==> config.mk <==
export PLATFORM = sky130hd
export DESIGN_NAME = rsa_modexp
export DESIGN_NICKNAME = d
export VERILOG_FILES = /design/src/rtl/rsa_pkg.sv /design/src/rtl/mod_mult.sv /design/src/rtl/rsa_modexp.sv
export SDC_FILE = /design/constraint.sdc
export NUM_CORES = 2
export LEC_CHECK = 0
export CORE_AREA = 2 2 301 303
export CTS_CLUSTER_SIZE = 20
export DETAILED_ROUTE_END_ITERATION = 8
export DIE_AREA = 0 0 303 305
export SLEW_MARGIN = 30
export SYNTH_ARGS = -nofsm -noshare
export SYNTH_HDL_FRONTEND = slang
export SYNTH_SLANG_ARGS = --single-unit
==> constraint.sdc <==
create_clock -name clk -period 14.6 [get_ports clk]
set_input_delay 2.19 -clock clk [delete_from_list [all_inputs] [get_ports clk]]
set_output_delay 2.19 -clock clk [all_outputs]
set_load 0.02 [all_outputs]
==> src/rtl/rsa_pkg.sv <==
// Shared definitions for the RSA modular exponentiation block:
// FSM state encoding, default operand width and latency helper.
package rsa_pkg;

   localparam int unsigned DEFAULT_WORD_WIDTH = 32;

   typedef logic [2:0] state_t;

   localparam state_t IDLE   = 3'd0;
   localparam state_t LOAD   = 3'd1;
   localparam state_t MULT   = 3'd2;
   localparam state_t UPDATE = 3'd3;
   localparam state_t FINISH = 3'd4;

   // Cycles from the edge that samples start to the edge that raises done.
   function automatic int unsigned modexp_latency(input int unsigned w);
      return w * (w + 1) + 2;
   endfunction

   // Width of a counter that walks 0 .. w-1 (at least one bit).
   function automatic int unsigned ctr_width(input int unsigned w);
      return (w > 1) ? $clog2(w) : 1;
   endfunction

endpackage

==> src/rtl/mod_mult.sv <==
// Bit-serial modular multiplier: result = a*b mod n in WORD_WIDTH cycles.
// Interleaved MSB-first shift-add, r = 2r + a_i*b, then up to two
// conditional subtractions of n. Requires b < n.
// The first step runs on the start edge, so done is visible WORD_WIDTH
// cycles after start is asserted and stays high until the next start.
module mod_mult
   import rsa_pkg::*;
#(
   parameter int unsigned WORD_WIDTH = DEFAULT_WORD_WIDTH
) (
   input  logic                  clk,
   input  logic                  rst,
   input  logic                  start,
   input  logic [WORD_WIDTH-1:0] a,
   input  logic [WORD_WIDTH-1:0] b,
   input  logic [WORD_WIDTH-1:0] n,
   output logic                  done,
   output logic [WORD_WIDTH-1:0] result
);

   localparam int unsigned CW = ctr_width(WORD_WIDTH);
   localparam int unsigned XW = WORD_WIDTH + 2;

   logic [WORD_WIDTH-1:0] a_q, a_d, b_q, b_d, n_q, n_d, r_q, r_d;
   logic [CW-1:0]         cnt_q, cnt_d;
   logic                  busy_q, busy_d, done_q, done_d;

   // One interleaved step; 2r + b < 3n < 2^(WORD_WIDTH+2), so XW bits never overflow.
   function automatic logic [WORD_WIDTH-1:0] step(input logic [WORD_WIDTH-1:0] r,
                                                  input logic                  bit_i,
                                                  input logic [WORD_WIDTH-1:0] bb,
                                                  input logic [WORD_WIDTH-1:0] nn);
      logic [XW-1:0] t;
      logic [XW-1:0] nx;
      nx = {2'b00, nn};
      t  = {1'b0, r, 1'b0} + (bit_i ? {2'b00, bb} : '0);
      if (t >= nx) t = t - nx;
      if (t >= nx) t = t - nx;
      return t[WORD_WIDTH-1:0];
   endfunction

   // Next-state: load and take the first step on start, then one step per cycle.
   always_comb begin
      a_d    = a_q;
      b_d    = b_q;
      n_d    = n_q;
      r_d    = r_q;
      cnt_d  = cnt_q;
      busy_d = busy_q;
      done_d = done_q;
      if (start) begin
         a_d    = a << 1;
         b_d    = b;
         n_d    = n;
         r_d    = step('0, a[WORD_WIDTH-1], b, n);
         cnt_d  = CW'(WORD_WIDTH - 1);
         busy_d = (WORD_WIDTH > 1);
         done_d = (WORD_WIDTH == 1);
      end else if (busy_q) begin
         a_d   = a_q << 1;
         r_d   = step(r_q, a_q[WORD_WIDTH-1], b_q, n_q);
         cnt_d = cnt_q - CW'(1);
         if (cnt_q == CW'(1)) begin
            busy_d = 1'b0;
            done_d = 1'b1;
         end
      end
   end

   // State registers; reset aborts any multiplication in flight.
   always_ff @(posedge clk) begin
      if (rst) begin
         a_q    <= '0;
         b_q    <= '0;
         n_q    <= '0;
         r_q    <= '0;
         cnt_q  <= '0;
         busy_q <= 1'b0;
         done_q <= 1'b0;
      end else begin
         a_q    <= a_d;
         b_q    <= b_d;
         n_q    <= n_d;
         r_q    <= r_d;
         cnt_q  <= cnt_d;
         busy_q <= busy_d;
         done_q <= done_d;
      end
   end

   assign done   = done_q;
   assign result = r_q;

endmodule

==> src/rtl/rsa_modexp.sv <==
// RSA modular exponentiation: result = msg^exponent mod N.
// Right-to-left square-and-multiply over all WORD_WIDTH exponent bits,
// using two concurrent mod_mult instances (acc*base and base*base).
// Optional macro RSA_MODEXP_RANGE_CHECK_EN: reject N < 2 or msg >= N
// with err = 1 and result = 0 without computing.
module rsa_modexp
   import rsa_pkg::*;
#(
   parameter int unsigned WORD_WIDTH = DEFAULT_WORD_WIDTH
) (
   input  logic                  clk,
   input  logic                  rst,
   input  logic                  start,
   input  logic [WORD_WIDTH-1:0] N,
   input  logic [WORD_WIDTH-1:0] exponent,
   input  logic [WORD_WIDTH-1:0] msg,
   output logic [WORD_WIDTH-1:0] result,
   output logic                  busy,
   output logic                  done,
   output logic                  err
);

   localparam int unsigned CW = ctr_width(WORD_WIDTH);

   state_t                state_q, state_d;
   logic [WORD_WIDTH-1:0] n_q, n_d, exp_q, exp_d, msg_q, msg_d;
   logic [WORD_WIDTH-1:0] acc_q, acc_d, base_q, base_d, result_q, result_d;
   logic [CW-1:0]         bit_q, bit_d;
   logic                  done_q, done_d, err_q, err_d;
   logic                  mm_start, mul_done, sq_done;
   logic [WORD_WIDTH-1:0] prod, sq;

   // FSM and datapath next-state; multipliers are fed the next acc/base so
   // their first step coincides with the edge that enters MULT.
   always_comb begin
      state_d  = state_q;
      n_d      = n_q;
      exp_d    = exp_q;
      msg_d    = msg_q;
      acc_d    = acc_q;
      base_d   = base_q;
      bit_d    = bit_q;
      result_d = result_q;
      done_d   = done_q;
      err_d    = err_q;
      mm_start = 1'b0;
      case (state_q)
         IDLE, FINISH: begin
            if (state_q == FINISH) done_d = 1'b1;
            if (start) begin
               n_d     = N;
               exp_d   = exponent;
               msg_d   = msg;
               done_d  = 1'b0;
               err_d   = 1'b0;
               state_d = LOAD;
`ifdef RSA_MODEXP_RANGE_CHECK_EN
               if ((N < WORD_WIDTH'(2)) || (msg >= N)) begin
                  state_d  = FINISH;
                  err_d    = 1'b1;
                  result_d = '0;
               end
`endif
            end
         end
         LOAD: begin
            acc_d    = (n_q == WORD_WIDTH'(1)) ? '0 : WORD_WIDTH'(1);
            base_d   = msg_q;
            bit_d    = '0;
            mm_start = 1'b1;
            state_d  = MULT;
         end
         MULT: begin
            if (mul_done && sq_done) state_d = UPDATE;
         end
         UPDATE: begin
            if (exp_q[0]) acc_d = prod;
            base_d = sq;
            exp_d  = exp_q >> 1;
            bit_d  = bit_q + CW'(1);
            if (bit_q == CW'(WORD_WIDTH - 1)) begin
               state_d  = FINISH;
               result_d = acc_d;
            end else begin
               state_d  = MULT;
               mm_start = 1'b1;
            end
         end
         default: state_d = IDLE;
      endcase
   end

   // State registers with synchronous reset; a start coinciding with rst is dropped.
   always_ff @(posedge clk) begin
      if (rst) begin
         state_q  <= IDLE;
         n_q      <= '0;
         exp_q    <= '0;
         msg_q    <= '0;
         acc_q    <= '0;
         base_q   <= '0;
         bit_q    <= '0;
         result_q <= '0;
         done_q   <= 1'b0;
         err_q    <= 1'b0;
      end else begin
         state_q  <= state_d;
         n_q      <= n_d;
         exp_q    <= exp_d;
         msg_q    <= msg_d;
         acc_q    <= acc_d;
         base_q   <= base_d;
         bit_q    <= bit_d;
         result_q <= result_d;
         done_q   <= done_d;
         err_q    <= err_d;
      end
   end

   mod_mult #(.WORD_WIDTH(WORD_WIDTH)) u_mul (
      .clk    (clk),
      .rst    (rst),
      .start  (mm_start),
      .a      (acc_d),
      .b      (base_d),
      .n      (n_q),
      .done   (mul_done),
      .result (prod)
   );

   mod_mult #(.WORD_WIDTH(WORD_WIDTH)) u_sq (
      .clk    (clk),
      .rst    (rst),
      .start  (mm_start),
      .a      (base_d),
      .b      (base_d),
      .n      (n_q),
      .done   (sq_done),
      .result (sq)
   );

   assign result = result_q;
   assign done   = done_q;
   assign err    = err_q;
   assign busy   = (state_q == LOAD) || (state_q == MULT) || (state_q == UPDATE);

endmodule

==> metrics <==
list of most frequent post-synthesis cells=588 x a21oi_1, 546 x nor2_1, 521 x nand2_1; layout cell share with drive strength beyond 1=5.60%; Synth Register Bits=405; hold path startpoint=exp_q[18]$_SDFFE_PP0P_; grt ovf=0; Top Ports=134; Synth cell types=92; Final Instance Area=39300 sq um; Rows=110; Synth Flop Type=dfxtp_1; largest net degree at the start of global routing=196; IO Port Bufs=132; TritonRoute pass-1 iters=6; Clock Latency Late Sink=600 ps; initial antenna violation count=0; Max Cap Viol=0; Slew @ Worst Pin=1040 ps; PostCTS Resize Cnt=0; crit path buf inv count=4; flop2flop setup slack=4190 ps; CTS Buffer Depth=3; highest clock rate=96.0 MHz; Final GP Congestion=1.01; Clock Tree Root=clkbuf_16; cts hold-fix bufs=0; Worst Hold End=exp_q[18]$_SDFFE_PP0P_; Die W=303 microns; clk_skew=47.1 ps; syn nets=5167; vias=35400; Post-synth EDFFs=0; Remaining DRCs=0; RSZ-0062 raised after global routing=false; worst setup path startpoint=u_mul.a_q[31]$_SDFFE_PP0P_; Max Slew Vio Count=0; critical path endpoint category=register; Synth top area share=22.9%; YS warnings=0; CTS tree=yes; FF-to-FF path depth=38; Placement Cell Area=37800 sq um; DR vias/cell=5.96; Arr. time, crit path=10880 ps; DPL Wire Length=107000 microns; cells after synthesis=4734; vias in the first global route=32000; die area=92400 sq um; Final Hold Viols=0; WS Path Type=reg2reg; Setup Fix Bufs, Post-CTS=0; critical path's slowest cell=nor2b_4; Routed WL per cell=23.4 microns; GRT Overall Usage=29.1%; Clock Sink Count=405; Post-synth ARST share=0%; area delta synth->final=11.2%; syn avg cell area=7.47 sq um; RR Startpoint=u_mul.a_q[31]$_SDFFE_PP0P_; Yosys top cell by area=dfxtp_1; Levels on crit path=38; Starting Density=39.6%; relative max-transition margin=30.8%; utilization after layout=44.0%; HP Class=reg2reg; most used cell, CP=o21ai_0; Setup TNS=0 ps; CP required=15060 ps; minimum clock period=10410 ps; Area contributors post-synth=dfxtp_1 23%, ha_1 11%, a21oi_1 8.3%, nor2_1 5.8%, nand2_1 5.5%; run status=finished, final reports clean; Die H=305 microns; Core Area=89300 sq um; First DRT Iteration DRCs=3950; diode count=0; CP max FO=48; Reg clk slew, reported paths=70 ps; Worst Hold Path Cells=2; Num CTS Buffers=44; Final setup viols=0; startpoint types=register; count leader, synth=a21oi_1; fin nets=5166; H-tree lvl count=2; final wirelength=139000 microns; Post-DRT Antenna Nets=0; Seq/Total Area, Yosys=22.9%; final period utilization=71.3%; # fillers=9090; mapped cell area=35400 sq um; r2r endpoint=u_mul.result[8]$_SDFFE_PP0P_; Top delay family on crit path=compound AO/OA/AOI/OAI gates; first-pass GRT wire length=205000 microns; slowest cell delay on critical path=600 ps
## routing by layer
| metal | routed length (microns) | global-route usage, % | up-vias | share of wire (%) |
|---|---|---|---|---|
| met2 | 57800 | 42.7 | 1400 | 42 |
| li1 | - | - | 17000 | - |
| met3 | 10900 | 3.12 | 185 | 7.9 |
| met5 | 0 | 0 | - | 0 |
| met1 | 64400 | 43.2 | 16800 | 46 |
| met4 | 5650 | 10.5 | 0 | 4.1 |
## cells in the final DEF, fill, tap and decap left out, types with 56 or more instances in the layout
cell / n
a21oi_1: 580
nor2_1: 546
nand2_1: 519
dfxtp_1: 400
ha_1: 324
o21ai_0: 252
xnor2_1: 177
inv_1: 146
a21o_1: 139
mux2i_1: 133
clkdlybuf4s50_1: 131
xor2_1: 115
a211oi_1: 97
nand3_1: 86
and2_1: 75
mux2_2: 72
nor3_1: 70
a22oi_1: 65
nand2b_1: 56
## tightest hold or removal path: cells and delay by family (launching register included)
family	cells	cell delay, ps
DFF	1	310
AOI/OAI and AO/OA	1	50
and+or+nand+nor	1	50
## logic make-up (layout without fill, tap and decap cells)
kind of cell	after synthesis	count (layout)	synth area share, %
XOR/XNOR	292	292	7.23
buffers and inverters	384	416	4.32
adder cells (fa/ha/maj)	334	334	12.0
multiplexers	205	205	6.06
flip-flops	405	405	22.9
AND/OR/NAND/NOR	1571	1571	19.9
other	1	1	0.0106
AO/OA/AOI/OAI	1542	1542	27.5
## area by class of cell
type / count / area [sq um] / area share (%)
clock buffer: 60 / 1210 / 3.08
clock inverter: 19 / 317 / 0.805
inverter: 147 / 552 / 1.40
multi-input combinational: 3945 / 25800 / 65.7
sequential: 405 / 8120 / 20.6
tap: 1176 / 1470 / 3.74
timing repair buffer: 190 / 1810 / 4.59
## registers in the layout, summed over array words and instances (netlist names), 3 cells and up
signal / count
acc_q: 32
base_q: 32
exp_q: 32
msg_q: 32
n_q: 32
result: 32
u_mul.result: 32
u_sq.b_q: 32
u_sq.n_q: 32
u_sq.result: 32
u_mul.a_q: 31
u_sq.a_q: 31
bit_q: 5
u_mul.cnt_q: 5
u_sq.cnt_q: 5
state_q: 3
## through the flow
| step | hold slack [ps] | setup slack (ps) | instances |
|---|---|---|---|
| after global routing | 472 | 3410 | 5942 |
| after global placement | 442 | 4260 | 5861 |
| final | 455 | 4190 | 5942 |
| after detailed placement | 446 | 4320 | 5863 |
| after CTS | 454 | 4300 | 5942 |
| after floorplan | 436 | 6510 | 4734 |
## worst max path at each step
stage / endpoint / slack (ps)
finish: u_mul.result[8]$_SDFFE_PP0P_ / 4190
global route: u_mul.result[3]$_SDFFE_PP0P_ / 3410
CTS: u_sq.result[19]$_SDFFE_PP0P_ / 4300
detailed placement: u_sq.result[19]$_SDFFE_PP0P_ / 4320
global placement: u_mul.result[8]$_SDFFE_PP0P_ / 4260
floorplan: u_mul.result[1]$_SDFFE_PP0P_ / 6510
Power is not shown: default switching activity piles up to over one toggle a cycle in this logic, so the estimate is an artifact.
